===== config.mk =====
export PLATFORM = sky130hd
export DESIGN_NAME = jtag_tap_param
export DESIGN_NICKNAME = d
export VERILOG_FILES = /design/src/rtl/jtag_pkg.sv /design/src/rtl/jtag_tap_fsm.sv /design/src/rtl/jtag_tap_param.sv
export SDC_FILE = /design/constraint.sdc
export NUM_CORES = 1
export LEC_CHECK = 0
export BUFFER_PORTS_ARGS = -buffer_cell sky130_fd_sc_hd__buf_2
export CAP_MARGIN = 20
export CORE_MARGIN = 5
export CORE_UTILIZATION = 50
export CTS_BUF_LIST = sky130_fd_sc_hd__clkbuf_2 sky130_fd_sc_hd__clkbuf_4 sky130_fd_sc_hd__clkbuf_8
export DETAILED_ROUTE_END_ITERATION = 6
export PLACE_DENSITY = 0.72
export SYNTH_ARGS = -nofsm -noshare
export SYNTH_HDL_FRONTEND = slang
export SYNTH_SLANG_ARGS = --single-unit

===== constraint.sdc =====
create_clock -name TCLK -period 1.5 [get_ports TCLK]
set_clock_uncertainty 0.1 [all_clocks]
set_input_delay 0 -clock TCLK [delete_from_list [all_inputs] [get_ports TCLK]]
set_output_delay 0 -clock TCLK [all_outputs]
set_load 0.1 [all_outputs]

===== src/rtl/jtag_pkg.sv =====
// Shared TAP types: state encoding, default opcodes and the next-state function.
package jtag_pkg;

  localparam int unsigned IDCODE_W      = 32;
  localparam int unsigned DEF_OP_SAMPLE = 1;
  localparam int unsigned DEF_OP_IDCODE = 2;

  // Classic 1149.1 reference encoding, so tap_state reads like a datasheet trace.
  typedef enum logic [3:0] {
    EXIT2_DR   = 4'h0,
    EXIT1_DR   = 4'h1,
    SHIFT_DR   = 4'h2,
    PAUSE_DR   = 4'h3,
    SELECT_IR  = 4'h4,
    UPDATE_DR  = 4'h5,
    CAPTURE_DR = 4'h6,
    SELECT_DR  = 4'h7,
    EXIT2_IR   = 4'h8,
    EXIT1_IR   = 4'h9,
    SHIFT_IR   = 4'hA,
    PAUSE_IR   = 4'hB,
    RUN_IDLE   = 4'hC,
    UPDATE_IR  = 4'hD,
    CAPTURE_IR = 4'hE,
    TEST_RESET = 4'hF
  } tap_state_t;

  function automatic tap_state_t tap_next(input tap_state_t s, input logic tms);
    tap_state_t n;
    n = TEST_RESET;
    case (s)
      TEST_RESET: n = tms ? TEST_RESET : RUN_IDLE;
      RUN_IDLE:   n = tms ? SELECT_DR  : RUN_IDLE;
      SELECT_DR:  n = tms ? SELECT_IR  : CAPTURE_DR;
      CAPTURE_DR: n = tms ? EXIT1_DR   : SHIFT_DR;
      SHIFT_DR:   n = tms ? EXIT1_DR   : SHIFT_DR;
      EXIT1_DR:   n = tms ? UPDATE_DR  : PAUSE_DR;
      PAUSE_DR:   n = tms ? EXIT2_DR   : PAUSE_DR;
      EXIT2_DR:   n = tms ? UPDATE_DR  : SHIFT_DR;
      UPDATE_DR:  n = tms ? SELECT_DR  : RUN_IDLE;
      SELECT_IR:  n = tms ? TEST_RESET : CAPTURE_IR;
      CAPTURE_IR: n = tms ? EXIT1_IR   : SHIFT_IR;
      SHIFT_IR:   n = tms ? EXIT1_IR   : SHIFT_IR;
      EXIT1_IR:   n = tms ? UPDATE_IR  : PAUSE_IR;
      PAUSE_IR:   n = tms ? EXIT2_IR   : PAUSE_IR;
      EXIT2_IR:   n = tms ? UPDATE_IR  : SHIFT_IR;
      UPDATE_IR:  n = tms ? SELECT_DR  : RUN_IDLE;
      default:    n = TEST_RESET;
    endcase
    return n;
  endfunction

endpackage


===== src/rtl/jtag_tap_fsm.sv =====
// 16-state TAP controller with registered per-state decode flags.
module jtag_tap_fsm
  import jtag_pkg::*;
(
  input  logic       tck_i,
  input  logic       trst_ni,
  input  logic       tms_i,
  output tap_state_t state_o,
  output logic       tlr_o,
  output logic       capture_dr_o,
  output logic       shift_dr_o,
  output logic       update_dr_o,
  output logic       capture_ir_o,
  output logic       shift_ir_o,
  output logic       update_ir_o
);

  tap_state_t state_q, state_d;

  always_comb begin
    state_d = tap_next(state_q, tms_i);
  end

  // Flags are registered from state_d so they are aligned with state_q and glitch-free.
  always_ff @(posedge tck_i or negedge trst_ni) begin
    if (!trst_ni) begin
      state_q      <= TEST_RESET;
      tlr_o        <= 1'b1;
      capture_dr_o <= 1'b0;
      shift_dr_o   <= 1'b0;
      update_dr_o  <= 1'b0;
      capture_ir_o <= 1'b0;
      shift_ir_o   <= 1'b0;
      update_ir_o  <= 1'b0;
    end else begin
      state_q      <= state_d;
      tlr_o        <= (state_d == TEST_RESET);
      capture_dr_o <= (state_d == CAPTURE_DR);
      shift_dr_o   <= (state_d == SHIFT_DR);
      update_dr_o  <= (state_d == UPDATE_DR);
      capture_ir_o <= (state_d == CAPTURE_IR);
      shift_ir_o   <= (state_d == SHIFT_IR);
      update_ir_o  <= (state_d == UPDATE_IR);
    end
  end

  assign state_o = state_q;

endmodule


===== src/rtl/jtag_tap_param.sv =====
// TAP top: instruction register, BYPASS/IDCODE data registers, decode and TDO mux.
module jtag_tap_param
  import jtag_pkg::*;
#(
  parameter int unsigned          IR_LEN    = 4,
  parameter logic [IDCODE_W-1:0]  IDCODE    = 32'h1000_0765,
  parameter logic [IR_LEN-1:0]    OP_EXTEST = '0,
  parameter logic [IR_LEN-1:0]    OP_SAMPLE = IR_LEN'(DEF_OP_SAMPLE),
  parameter logic [IR_LEN-1:0]    OP_IDCODE = IR_LEN'(DEF_OP_IDCODE)
) (
  input  logic              TCLK,
  input  logic              TRST,
  input  logic              TMS,
  input  logic              TDI,
  output logic              TDO,
  output logic              tdo_en,
  input  logic              bsr_tdo,
  output logic              bsr_capture,
  output logic              bsr_shift,
  output logic              bsr_update,
  output logic              extest,
  output logic [IR_LEN-1:0] ir_q,
  output logic [3:0]        tap_state
);

  localparam logic [IR_LEN-1:0] OP_BYPASS  = '1;
  localparam logic [IR_LEN-1:0] IR_CAPTURE = IR_LEN'(2'b01);

  if (IR_LEN < 2) begin : g_chk_len
    $error("jtag_tap_param: IR_LEN must be at least 2");
  end
  if (OP_EXTEST == OP_SAMPLE || OP_EXTEST == OP_IDCODE || OP_SAMPLE == OP_IDCODE ||
      OP_EXTEST == OP_BYPASS || OP_SAMPLE == OP_BYPASS || OP_IDCODE == OP_BYPASS) begin : g_chk_op
    $error("jtag_tap_param: opcodes must be distinct");
  end
  if (IDCODE[0] != 1'b1) begin : g_chk_id
    $error("jtag_tap_param: IDCODE bit 0 must be 1");
  end

  tap_state_t          state;
  logic                tlr, cap_dr, sh_dr, upd_dr, cap_ir, sh_ir, upd_ir;
  logic [IR_LEN-1:0]   ir_sr_q;
  logic                bypass_q;
  logic [IDCODE_W-1:0] idcode_q;
  logic                sel_bsr, sel_id;

  jtag_tap_fsm u_fsm (
    .tck_i        (TCLK),
    .trst_ni      (TRST),
    .tms_i        (TMS),
    .state_o      (state),
    .tlr_o        (tlr),
    .capture_dr_o (cap_dr),
    .shift_dr_o   (sh_dr),
    .update_dr_o  (upd_dr),
    .capture_ir_o (cap_ir),
    .shift_ir_o   (sh_ir),
    .update_ir_o  (upd_ir)
  );

  assign sel_bsr = (ir_q == OP_EXTEST) || (ir_q == OP_SAMPLE);
  assign sel_id  = (ir_q == OP_IDCODE);

  always_ff @(posedge TCLK or negedge TRST) begin
    if (!TRST) begin
      ir_sr_q <= '0;
      ir_q    <= OP_IDCODE;
    end else begin
      if (cap_ir) begin
        ir_sr_q <= IR_CAPTURE;
      end else if (sh_ir) begin
        ir_sr_q <= {TDI, ir_sr_q[IR_LEN-1:1]};
      end
      if (tlr) begin
        ir_q <= OP_IDCODE;
      end else if (upd_ir) begin
        ir_q <= ir_sr_q;
      end
    end
  end

  // BYPASS bit runs for every instruction; it is only observed when no other DR is selected.
  always_ff @(posedge TCLK or negedge TRST) begin
    if (!TRST) begin
      bypass_q <= 1'b0;
      idcode_q <= IDCODE;
    end else begin
      if (cap_dr) begin
        bypass_q <= 1'b0;
        if (sel_id) idcode_q <= IDCODE;
      end else if (sh_dr) begin
        bypass_q <= TDI;
        if (sel_id) idcode_q <= {TDI, idcode_q[IDCODE_W-1:1]};
      end
    end
  end

  always_comb begin
    TDO = 1'b0;
    if (TRST) begin
      if (sh_ir)        TDO = ir_sr_q[0];
      else if (sel_bsr) TDO = bsr_tdo;
      else if (sel_id)  TDO = idcode_q[0];
      else              TDO = bypass_q;
    end
  end

  assign tdo_en      = sh_dr | sh_ir;
  assign bsr_capture = cap_dr & sel_bsr;
  assign bsr_shift   = sh_dr  & sel_bsr;
  assign bsr_update  = upd_dr & sel_bsr;
  assign extest      = (ir_q == OP_EXTEST);
  assign tap_state   = state;

endmodule

Word level (Yosys, flattened, before mapping)
Cells that the tools add are included.
- equal/unequal tests: 26
- mux-type cells: 27
- bitwise logic cells: 4
- reduce and logical (&&, ||, !) cells: 10
- operators by type and width (operator ; number):
    $mux 32 ; 4
    $eq 4x4->1 const B ; 12
    $pmux 4 s12 ; 1
    $eq 4x3->1 const B ; 6
    $mux 4 ; 5
    $eq 4x2->1 const B ; 4
    $mux 2 ; 6
    $mux 3 ; 4
    $eq 4x1->1 const B ; 2
    $logic_not 4->1 ; 2
    $mux 1 ; 7
    $reduce_bool 2->1 ; 3
    $ne 2x2->1 const B ; 2
    $reduce_or 2->1 ; 2
    $and 1x1->1 ; 3
    $reduce_and 3->1 ; 1
    $reduce_or 3->1 ; 1
    $logic_or 1x1->1 ; 1
    $or 1x1->1 ; 1
- register bits: 52
- input bits: 5
- output and inout port bits: 14
- word-level logic and storage cells: 79

Longest topological paths before layout
- depth after elaboration: 5
- gate-level depth with buffers: 5
- depth with buffers taken out: 3

By module
From an unflattened synthesis, not the netlist that was laid out.
- cell total of the unflattened synthesis: 164
- area, all modules: 2137.0 µm²
- modules (own cells, without submodules) (module ; instances ; cells an instance ; area an instance (µm²) ; sequential area each (µm²)):
    jtag_tap_param ; 1 ; 121 ; 1654.1 ; 1037.2
    jtag_tap_fsm ; 1 ; 43 ; 483.0 ; 281.5

Worst setup path before layout
Ideal clock, no wire load.
- path kind: register to output
- from: register ir_q[0]
- to: output port extest
- arrival: 3841 ps
- required time: 1400 ps
- slack: -2441 ps
- stages on the path, launching flop included: 2
- path buffers: 0
- cell sequence: dfrtp_1 -> nor4_1
- longest elaborated chain between the ends: 1
- RTL lines (element ; RTL line ; RTL):
    from (decl) ; jtag_tap_param.sv:22 ; output logic [IR_LEN-1:0] ir_q,
    from (signal assigned) ; jtag_tap_param.sv:77 ; ir_q <= ir_sr_q;
    $logic_not 4->1 ; jtag_tap_param.sv:112 ; assign extest = (ir_q == OP_EXTEST);
    to (decl) ; jtag_tap_param.sv:21 ; output logic extest,
Every way passes these cells.

Worst setup path in the final report
- from: register ir_q[3]
- to: output port TDO
- longest elaborated chain between the ends: 5
- elaborated cells between the ends (all ways): 8
- those cells by class: eq/ne (2); mux (4); reduce/logical (2)
- RTL lines (element ; RTL line ; RTL):
    $eq 4x2->1, or another cell as far along ; jtag_tap_param.sv:62 ; assign sel_id = (ir_q == OP_IDCODE);
    $mux 1 / $logic_or 1x1->1 (equally long branches) ; jtag_tap_param.sv:103, jtag_tap_param.sv:61 ;
    $mux 1 (*) ; jtag_tap_param.sv:102 ; else if (sel_bsr) TDO = bsr_tdo;
    $mux 1 (*) ; jtag_tap_param.sv:101 ; if (sh_ir) TDO = ir_sr_q[0];
    $mux 1 (*) ; jtag_tap_param.sv:100 ; if (TRST) begin
    to (decl) ; jtag_tap_param.sv:15 ; output logic TDO,
Every way passes the cells marked *; elsewhere a longest branch is shown, timed or not.

==> metrics <==
status=complete, but fails checks; failing checks=negative setup slack; Combinational Power Share=47.9%; pins over their slew limit=0; starting density of the core=52.1%; RSZ-0062 raised after global routing=true; clk buf depth=2; EDFF count, synth=0; layout cell share with drive strength beyond 1=roughly 39%; H-tree Lvls=2; Clock Pin Slew Worst Setup and Hold Paths=100 ps; met3 routed WL=roughly 180 um; area leader, netlist=dfrtp_1; final std cells w/o fill=247; dpl hpwl=between 2000 and 3000 um; met2 wire len=2210 um; clock power share=12.7%; Iter 0 DRT Violations=79; Num CTS Buffers=5; TritonRoute pass-1 iters=4; switching pwr=2.73 mW; Hold Worst Slack=291 ps; Fin. Hold Viols=0; Post-Syn Area per Cell=~13 um2; r2r startpoint=ir_q[2]; Setup crit start kind=flip-flop; Antenna Diode Count=0; largest net degree at the start of global routing=53; later-pin clock latency in the skew report=300 ps; Max Cap Viol=0; Sw Share=42.6%; FF-to-FF path depth=6; Worst slew margin=59.1%; placed instance count=226; DRT antenna net count=0; Layout Nets=201; CP max FO=5; Pint=around 3.7 mW; Reg-to-Reg End=idcode_q[25]; placeable core region=4060 um2; Design Power=6.40 mW; Synth Flop Type=dfrtp_1; clock sink count=52; worst vdd ir=1530 uV; first-pass GRT wire length=7570 um; Netlist cell types=36; Setup crit end=TDO; Crit. End Element=primary output; Sequential Power Share=39.4%; post-layout min period=1830 ps; flop2flop setup slack=-230 ps; Filler cells=between 200 and 300; Least-Margin Pin Slew=614 ps; Die Y=between 70 and 80 um; pre-CTS WS=-118 ps; PwrDens=approximately 2300 nW/um2; WP data arrival=1730 ps; vias post-DR=~1400; GR Overflow Total=0; DRC=0; Die Wd=75.0 um; Worst Setup SP=ir_q[3]; die area=5620 um2; Clock Tree Root=clkbuf_8; highest metal used=met4; GP Congestion=about 0.81; I/O Buffers=18; Final setup viols=37; FMAX=547 MHz; Via-to-Cell Ratio=5.82; CTS tree=done; Area growth, synth to finish=33.0%; Lkg Pwr=1.24 nW; required time of the critical path=1400 ps; Cell Area, Synth=~2100 um2; final setup margin=-327 ps; Post-Synthesis Cells=161; CP Class=reg -> out; ranking of synthesized cells by area=dfrtp_1 (45%), dfstp_2 (17%), a22o_1 (10%); sequential area share after synthesis=about 62%; async set-reset flop share out of synthesis=100%; wl on met1=1910 um; final worst-path cycle share=122%; initial antenna violation count=0; vias in the first global route=around 1600; Synth warnings=0; final wirelength=between 4000 and 5000 um; row count=23; top-area cell type share of the netlist area=45.0%; net count after synthesis=166; average wire per standard cell=roughly 18 um; Tot GR Track Use=17.9%; commonest non-fill, non-tap cell in the layout=dfrtp_1; #FFs+latches synth=52; worst min-delay path category=in -> async; most frequent cells in the layout=dfrtp_1 (34), a22o_1 (25), buf_12 (13); Top Ports=19
==> final cells by class <==
type,count,area [um2],share of cell area [%]
Multi-Input combinational cell,95,786,28.0
Tap cell,50,62.6,2.23
Clock buffer,5,68.8,2.45
Sequential cell,52,1350,48.0
Clock inverter,3,27.5,0.980
Inverter,1,3.75,0.134
Timing Repair Buffer,41,513,18.3
==> cells in the mapped netlist (all sizes together), types with 2 or more instances <==
master  instances
dfrtp          38
a22o           25
dfstp          14
nor2            9
clkbuf          8
o22a            8
mux2i           7
buf             5
nor4b           5
o21ai           5
and2            4
nor2b           4
nand2           3
nor4            3
a211o           2
a21oi           2
nand2b          2
nand3           2
o21a            2
==> flip-flops by register name, indices dropped and copies added, names as in the netlist <==
name / cells
u_fsm.capture_dr_o: 1
u_fsm.tlr_o: 1
bypass_q: 1
u_fsm.capture_ir_o: 1
ir_sr_q: 4
u_fsm.update_ir_o: 1
u_fsm.shift_dr_o: 1
u_fsm.shift_ir_o: 1
u_fsm.update_dr_o: 1
ir_q: 4
u_fsm.state_o: 4
idcode_q: 32
==> power by group through the flow <==
| stage | Clock, mW | Sequential [mW] | Combinational, mW |
|---|---|---|---|
| floorplan | 0 | 3.01 | 1.45 |
| global placement | 0 | 2.49 | 2.71 |
| detailed placement | 0 | 2.53 | 2.78 |
| CTS | 0.842 | 2.50 | 3.01 |
| global route | 0.895 | 2.60 | 3.22 |
| finish | 0.814 | 2.52 | 3.06 |
==> cell families (layout without fill, tap and decap cells) <==
kind of cell	count (synthesis)	in the layout	share of synthesized area (%)
AO/OA/AOI/OAI	49	49	19.0
buffers and inverters	14	50	3.50
flip-flops	52	52	62.4
multiplexers	7	7	3.32
AND/OR/NAND/NOR	39	39	11.8
==> worst min-delay path by stage <==
stage	end	slack (ps)	cells after the start
after floorplan	bypass_q	-400	0
after global placement	idcode_q[27]	70	2
after detailed placement	idcode_q[25]	80	2
after CTS	idcode_q[27]	300	3
after global routing	idcode_q[18]	350	3
final	idcode_q[27]	290	3
==> per-stage QoR <==
step	instance area, um2	util [%]	setup TNS [ps]
CTS	2800	69.0	-7130
detailed placement	2520	62.1	-3250
floorplan	2230	-	-10100
global route	2810	69.2	-9190
global placement	2520	62.1	-2600
finish	2810	69.2	-7060
==> layer usage <==
layer	GRT usage [%]	up-vias
met5	0	-
met1	23.5	727
met2	29.1	35
li1	-	667
met4	6.13	0
met3	4.41	8
==> timing repair <==
action,4_1_cts,5_1_grt
gates cloned,2,0
hold endpoints to repair,50,0
gates resized for setup,14,7
setup endpoints to repair,38,39
hold buffers,3,0
pin swaps,4,3
setup buffers,8,1
==> critical path, stage by stage (launching register included) <==
cell and delay, ps:
dfrtp_4 510, or4b_4 540, a41oi_4 180, buf_12 200
No activity file was read; power rests on OpenSTA's default activity.
